<file path="config.mk">
export PLATFORM = sky130hd
export DESIGN_NAME = lz77_token_packer_flat
export DESIGN_NICKNAME = d
export VERILOG_FILES = /design/src/rtl/lz77_token_packer_if.sv /design/src/rtl/lz77_token_packer.sv /design/src/flat_wrapper.sv
export SDC_FILE = /design/constraint.sdc
export NUM_CORES = 1
export LEC_CHECK = 0
export CORE_AREA = 4 4 137 153
export DETAILED_ROUTE_END_ITERATION = 16
export DIE_AREA = 0 0 141 157
export GPL_ROUTABILITY_DRIVEN = 0
export PLACE_DENSITY = 0.55
export SETUP_SLACK_MARGIN = 0.15
export SLEW_MARGIN = 20
export SYNTH_ARGS = -nofsm -noshare
export SYNTH_HDL_FRONTEND = slang
export SYNTH_SLANG_ARGS = --single-unit
</file>
<file path="constraint.sdc">
create_clock -name clk -period 9.55 [get_ports clk]
set_input_delay 1.91 -clock clk [delete_from_list [all_inputs] [get_ports clk]]
set_output_delay 1.91 -clock clk [all_outputs]
set_load 0.02 [all_outputs]
</file>
<file path="src/rtl/lz77_token_packer_if.sv">
// Handshake and status bundle between the LZ77 encoder, the token packer and the serializer.
interface lz77_token_packer_if #(
  parameter int DATA_WIDTH           = 8,
  parameter int DICTIONARY_DEPTH_LOG = 4,
  parameter int CNT_WIDTH            = 3,
  parameter int OUT_WIDTH            = 16
);
  logic                            in_valid;
  logic [DICTIONARY_DEPTH_LOG-1:0] match_position;
  logic [CNT_WIDTH-1:0]            match_length;
  logic [DATA_WIDTH-1:0]           next_symbol;
  logic                            in_ready;
  logic                            flush;
  logic [OUT_WIDTH-1:0]            out_data;
  logic                            out_valid;
  logic                            out_ready;
  logic                            out_last;
  logic                            flush_done;
  logic                            overflow;

  modport master (
    output in_valid, match_position, match_length, next_symbol, flush, out_ready,
    input  in_ready, out_data, out_valid, out_last, flush_done, overflow
  );

  modport slave (
    input  in_valid, match_position, match_length, next_symbol, flush, out_ready,
    output in_ready, out_data, out_valid, out_last, flush_done, overflow
  );
endinterface

</file>
<file path="src/rtl/lz77_token_packer.sv">
// Encodes LZ77 triplets as literal/match tokens, buffers them and packs them MSB-first
// into fixed-width words; a flush pads the tail word and signals completion.
module lz77_token_packer #(
  parameter int DATA_WIDTH           = 8,
  parameter int DICTIONARY_DEPTH_LOG = 4,
  parameter int CNT_WIDTH            = 3,
  parameter int OUT_WIDTH            = 16,
  parameter int FIFO_DEPTH           = 4,
  parameter int FIFO_DEPTH_LOG       = 2
) (
  input logic                clk,
  input logic                rst_n,
  lz77_token_packer_if.slave bus
);
  localparam int LIT_LEN = 1 + DATA_WIDTH;
  localparam int MAT_LEN = 1 + DICTIONARY_DEPTH_LOG + CNT_WIDTH + DATA_WIDTH;
  localparam int ACC_W   = OUT_WIDTH + 16 - 1;
  localparam int ACW     = $clog2(ACC_W + 1);
  localparam int PW      = FIFO_DEPTH_LOG + 1;

  typedef struct packed {
    logic [DICTIONARY_DEPTH_LOG-1:0] pos;
    logic [CNT_WIDTH-1:0]            len;
    logic [DATA_WIDTH-1:0]           sym;
  } tok_t;

  typedef enum logic [1:0] {S_RUN, S_DRAIN, S_PAD, S_DONE} state_t;

  state_t           state_q, state_d;
  tok_t             mem_q [FIFO_DEPTH];
  tok_t             mem_d [FIFO_DEPTH];
  logic [PW-1:0]    wr_ptr_q, wr_ptr_d;
  logic [PW-1:0]    rd_ptr_q, rd_ptr_d;
  logic [ACC_W-1:0] acc_q, acc_d;
  logic [ACW-1:0]   acc_cnt_q, acc_cnt_d;
  logic             overflow_q, overflow_d;

  logic             fifo_empty, fifo_full, wr_en, pop, emit, word_full;
  tok_t             head;
  logic [ACW-1:0]   tok_len, shift;
  logic [ACC_W-1:0] tok_bits;

  assign fifo_empty = (wr_ptr_q == rd_ptr_q);
  assign fifo_full  = (wr_ptr_q[PW-1] != rd_ptr_q[PW-1]) &&
                      (wr_ptr_q[PW-2:0] == rd_ptr_q[PW-2:0]);
  assign word_full  = (acc_cnt_q >= ACW'(OUT_WIDTH));

  // Full is taken from the registered pointers, so a same-cycle pop never frees a slot early.
  assign bus.in_ready   = !fifo_full && (state_q == S_RUN);
  assign bus.out_valid  = word_full || (state_q == S_PAD);
  assign bus.out_last   = (state_q == S_PAD);
  assign bus.flush_done = (state_q == S_DONE);
  assign bus.out_data   = acc_q[ACC_W-1 -: OUT_WIDTH];
  assign bus.overflow   = overflow_q;

  assign wr_en = bus.in_valid && bus.in_ready;
  assign pop   = !fifo_empty && !word_full && (state_q != S_PAD);
  assign emit  = bus.out_valid && bus.out_ready;

  assign head     = mem_q[rd_ptr_q[PW-2:0]];
  assign tok_len  = (head.len == '0) ? ACW'(LIT_LEN) : ACW'(MAT_LEN);
  assign tok_bits = (head.len == '0) ? ACC_W'({1'b0, head.sym})
                                     : ACC_W'({1'b1, head.pos, head.len, head.sym});
  assign shift    = ACW'(ACC_W) - acc_cnt_q - tok_len;

  always_comb begin
    mem_d      = mem_q;
    wr_ptr_d   = wr_ptr_q;
    rd_ptr_d   = rd_ptr_q;
    acc_d      = acc_q;
    acc_cnt_d  = acc_cnt_q;
    overflow_d = overflow_q || (bus.in_valid && !bus.in_ready);

    if (wr_en) begin
      mem_d[wr_ptr_q[PW-2:0]] = '{pos: bus.match_position,
                                  len: bus.match_length,
                                  sym: bus.next_symbol};
      wr_ptr_d = wr_ptr_q + 1'b1;
    end

    // pop needs acc_cnt < OUT_WIDTH, emit needs >= (or PAD), so they are exclusive.
    if (pop) begin
      acc_d     = acc_q | (tok_bits << shift);
      acc_cnt_d = acc_cnt_q + tok_len;
      rd_ptr_d  = rd_ptr_q + 1'b1;
    end else if (emit) begin
      if (state_q == S_PAD) begin
        acc_d     = '0;
        acc_cnt_d = '0;
      end else begin
        acc_d     = acc_q << OUT_WIDTH;
        acc_cnt_d = acc_cnt_q - ACW'(OUT_WIDTH);
      end
    end
  end

  always_comb begin
    state_d = state_q;
    case (state_q)
      S_RUN:   if (bus.flush) state_d = S_DRAIN;
      S_DRAIN: if (fifo_empty && !word_full)
                 state_d = (acc_cnt_q != '0) ? S_PAD : S_DONE;
      S_PAD:   if (bus.out_ready) state_d = S_DONE;
      S_DONE:  state_d = S_RUN;
      default: state_d = S_RUN;
    endcase
  end

  always_ff @(posedge clk or negedge rst_n) begin
    if (!rst_n) begin
      state_q    <= S_RUN;
      mem_q      <= '{default: '0};
      wr_ptr_q   <= '0;
      rd_ptr_q   <= '0;
      acc_q      <= '0;
      acc_cnt_q  <= '0;
      overflow_q <= 1'b0;
    end else begin
      state_q    <= state_d;
      mem_q      <= mem_d;
      wr_ptr_q   <= wr_ptr_d;
      rd_ptr_q   <= rd_ptr_d;
      acc_q      <= acc_d;
      acc_cnt_q  <= acc_cnt_d;
      overflow_q <= overflow_d;
    end
  end
endmodule

</file>
<file path="src/flat_wrapper.sv">
// flat-port wrapper written by rule: the top's interface ports become plain ports
module lz77_token_packer_flat 
#(
  parameter int DATA_WIDTH           = 8,
  parameter int DICTIONARY_DEPTH_LOG = 4,
  parameter int CNT_WIDTH            = 3,
  parameter int OUT_WIDTH            = 16,
  parameter int FIFO_DEPTH           = 4,
  parameter int FIFO_DEPTH_LOG       = 2
)
  (clk, rst_n, bus_in_valid, bus_match_position, bus_match_length, bus_next_symbol, bus_flush, bus_out_ready, bus_in_ready, bus_out_data, bus_out_valid, bus_out_last, bus_flush_done, bus_overflow);
  lz77_token_packer_if #(.DATA_WIDTH(DATA_WIDTH), .DICTIONARY_DEPTH_LOG(DICTIONARY_DEPTH_LOG), .CNT_WIDTH(CNT_WIDTH), .OUT_WIDTH(OUT_WIDTH)) bus_i ();
  input logic clk;
  input logic rst_n;
  input wire logic [$bits(bus_i.in_valid)-1:0] bus_in_valid;
  input wire logic [$bits(bus_i.match_position)-1:0] bus_match_position;
  input wire logic [$bits(bus_i.match_length)-1:0] bus_match_length;
  input wire logic [$bits(bus_i.next_symbol)-1:0] bus_next_symbol;
  input wire logic [$bits(bus_i.flush)-1:0] bus_flush;
  input wire logic [$bits(bus_i.out_ready)-1:0] bus_out_ready;
  output wire logic [$bits(bus_i.in_ready)-1:0] bus_in_ready;
  output wire logic [$bits(bus_i.out_data)-1:0] bus_out_data;
  output wire logic [$bits(bus_i.out_valid)-1:0] bus_out_valid;
  output wire logic [$bits(bus_i.out_last)-1:0] bus_out_last;
  output wire logic [$bits(bus_i.flush_done)-1:0] bus_flush_done;
  output wire logic [$bits(bus_i.overflow)-1:0] bus_overflow;
  assign bus_i.in_valid = bus_in_valid;
  assign bus_i.match_position = bus_match_position;
  assign bus_i.match_length = bus_match_length;
  assign bus_i.next_symbol = bus_next_symbol;
  assign bus_i.flush = bus_flush;
  assign bus_i.out_ready = bus_out_ready;
  assign bus_in_ready = bus_i.in_ready;
  assign bus_out_data = bus_i.out_data;
  assign bus_out_valid = bus_i.out_valid;
  assign bus_out_last = bus_i.out_last;
  assign bus_flush_done = bus_i.flush_done;
  assign bus_overflow = bus_i.overflow;
  lz77_token_packer #(.DATA_WIDTH(DATA_WIDTH), .DICTIONARY_DEPTH_LOG(DICTIONARY_DEPTH_LOG), .CNT_WIDTH(CNT_WIDTH), .OUT_WIDTH(OUT_WIDTH), .FIFO_DEPTH(FIFO_DEPTH), .FIFO_DEPTH_LOG(FIFO_DEPTH_LOG)) u_core (.clk(clk), .rst_n(rst_n), .bus(bus_i));
endmodule
</file>
==> results_dict.tcl <==
set metrics [dict create \
    status "complete, no violations" \
    num_antenna_cells 0 \
    vias 4776 \
    synth_compound_area_share_pct 11.6 \
    critPathArrivalTime_ps 5240 \
    tightest_slew_ps 925 \
    dr.pass1.iters 7 \
    setup_tns_ps 0 \
    synth_top_family_by_area "multiplexers" \
    place_area_um2 7030 \
    required_ps 9800 \
    final_max_slew_viol_count 0 \
    rsz0062_at_grt "no" \
    cp_max_fo 34 \
    final_area_um2 7330 \
    dp_hpwl_mm 12.1 \
    criticalPathCategory "flop to flop" \
    fp.coreArea_um2 19500 \
    synth-xor-area-share_pct 2.58 \
    final_antenna_net_count 0 \
    syn_to_final_growth_pct 12.6 \
    drc 0 \
    synth_area_um2 6510 \
    synthArstFlopShare_pct 100 \
    wl_met3_um 617 \
    avgViaCountPerCell 5.73 \
    cts_resized 0 \
    nNetsFinal 614 \
    cts-root-buf "clkbuf_16" \
    synth_area_leaders "dfrtp_1 (40%), mux4_2 (13%), mux2_2 (12%)" \
    ys_types 61 \
    ys_warn_count 0 \
    cts_inserted_buffers 9 \
    synth-simple-area-share_pct 9.28 \
    die_area_um2 22100 \
    layout_worst_path_cycle_share_pct 52.3 \
    holdBufCountCts 0 \
    synth_fp_nets 606 \
    grt_start_max_net_pins 59 \
    die_w_um 141 \
    worstHoldStart "u_core.bus.overflow" \
    synth-adder-area-share_pct 3.27 \
    maxClockFrequency_mhz 200 \
    n_fill_cell 1887 \
    ys_seq_area_share_pct 40.4 \
    ys_ff_latch 105 \
    ctsLongestPathBuffers 2 \
    cp-startpoint "u_core.rd_ptr_q[1]" \
    slew_headroom_pct 38.4 \
    layout_min_cycle_time_ps 4990 \
    cp_cell_sequence "mux4_2 > or3_4 > clkinv_4 > ha_1 > ha_1 > inv_1 > and2_1 > mux4_2 > o22ai_1 > o22ai_1 > o31a_1" \
    routed_wirelength_mm 16.6 \
    synth_mux_area_share_pct 27.7 \
    cts.sinks 105 \
    utilization_pct 37.7 \
    syn_area_per_cell_um2 11.4 \
    antenna_found_initial 0 \
    wl_met1_mm 7.49 \
    portBuffers 40 \
    grt_usage_pct 15.3 \
    synth_edf_count 0 \
    netlist_top_cells_count "dfrtp_1 (105), mux2_2 (72), nand2_1 (43)" \
    cts_tree "yes" \
    start_kind "flop" \
    grt_pass1_wl_mm 27.1 \
    grt_remaining_overflow 0 \
    synth_top_cell_area_share_pct 40.4 \
    setup_viol 0 \
    htree_levels 3 \
    yosys_most_used_dff "dfrtp_1" \
    postCtsSetupBuffers 0 \
    max_stage_delay_ps 970 \
    yosys.area.top_type "dfrtp_1" \
    route.met2.wl_mm 8.17 \
    cap_violations 0 \
    num_rows 54 \
    start_util_pct 33.4 \
    syn_inst 569 \
    grt_pass1_vias 4836 \
    top_layer_used "met4" \
    rr_startpoint "u_core.rd_ptr_q[1]" \
    endpoint_kind "flop" \
    ff2ff_setup_slack_ps 4560 \
    detail_route.iter0.violations 498 \
    hold_viol_final 0 \
    path_clk_slew_ps 80 \
    synth.most_common_cell "dfrtp_1" \
    dieHeight_um 157 \
    io_pins 41 \
    min_path_type "flop to flop" \
    skew_ps 9.62 \
    routedWlPerCell_um 19.9 \
    clk_latency_ps 360 \
    drive_above_1_share_pct 24.4 \
    slowest_stage "dfrtp_2" \
]
## critical path: cells and delay by family (launching register included)
family          cells  cell delay (ps)
buf+inv             2              620
flops               1              970
simple gates        2              770
fa+ha+maj           2              930
mux                 2              960
compound gates      3              590
## layout make-up
type	instances	area, µm²	share of cell area (%)
Multi-Input combinational cell	396	3550	48.5
Sequential cell	105	2630	35.9
Timing Repair Buffer	50	473	6.45
Tap cell	252	315	4.30
Clock buffer	9	225	3.07
Clock inverter	7	71.3	0.973
Inverter	15	61.3	0.837
## flip-flops by register name, summed over array words and instances, names as in the netlist
name	count
u_core.state_q	2
u_core.acc_cnt_q	5
u_core.rd_ptr_q	3
u_core.bus.overflow	1
u_core.mem_q	60
u_core.acc_q	31
u_core.wr_ptr_q	3
## through the flow
step	instances	setup WS, ps	hold WS (ps)
final	834	4560	476
after global routing	834	4110	500
after floorplan	569	5420	442
after detailed placement	818	4580	464
after CTS	834	4570	482
after global placement	818	4730	455
## worst paths after layout
path                                  endpoint  depth (start not counted)
max                           u_core.acc_q[25]                         11
min reg2reg                u_core.bus.overflow                          1
min in group asynchronous     u_core.mem_q[59]                          1
max reg2reg                   u_core.acc_q[25]                         11
max in group asynchronous   u_core.rd_ptr_q[1]                          2
min                        u_core.bus.overflow                          1
## cell usage in the layout, fill, tap and decap left out, drive strengths merged, types with 4 or more instances in the layout
cell and instances:
a211oi 6, a21oi 29, a31oi 11, and2 7, and3 14, buf 11, clkbuf 9, clkdlybuf4s50 39
dfrtp 105, ha 17, inv 17, mux2 72, mux2i 16, mux4 37, nand2 44, nand3 17
nor2 19, nor3 9, o21a 4, o21ai 18, o221ai 4, o22ai 6, o311ai 4, or3 5
xnor2 8, xor2 6
## routing by layer
metal,global-route usage (%),up-vias
li1,-,2151
met1,20.9,2483
met2,25.3,121
met3,2.64,21
met4,4.29,0
met5,0,-
## kinds of logic (layout without fill, tap and decap cells)
| logic type | Yosys count | in the layout |
|---|---|---|
| flops | 105 | 105 |
| fa+ha+maj | 17 | 17 |
| buf+inv | 68 | 81 |
| mux | 125 | 125 |
| simple gates | 125 | 125 |
| xor+xnor | 16 | 16 |
| compound gates | 113 | 113 |
Power is not shown: default switching activity piles up to over one toggle a cycle in this logic, so the estimate is an artifact.
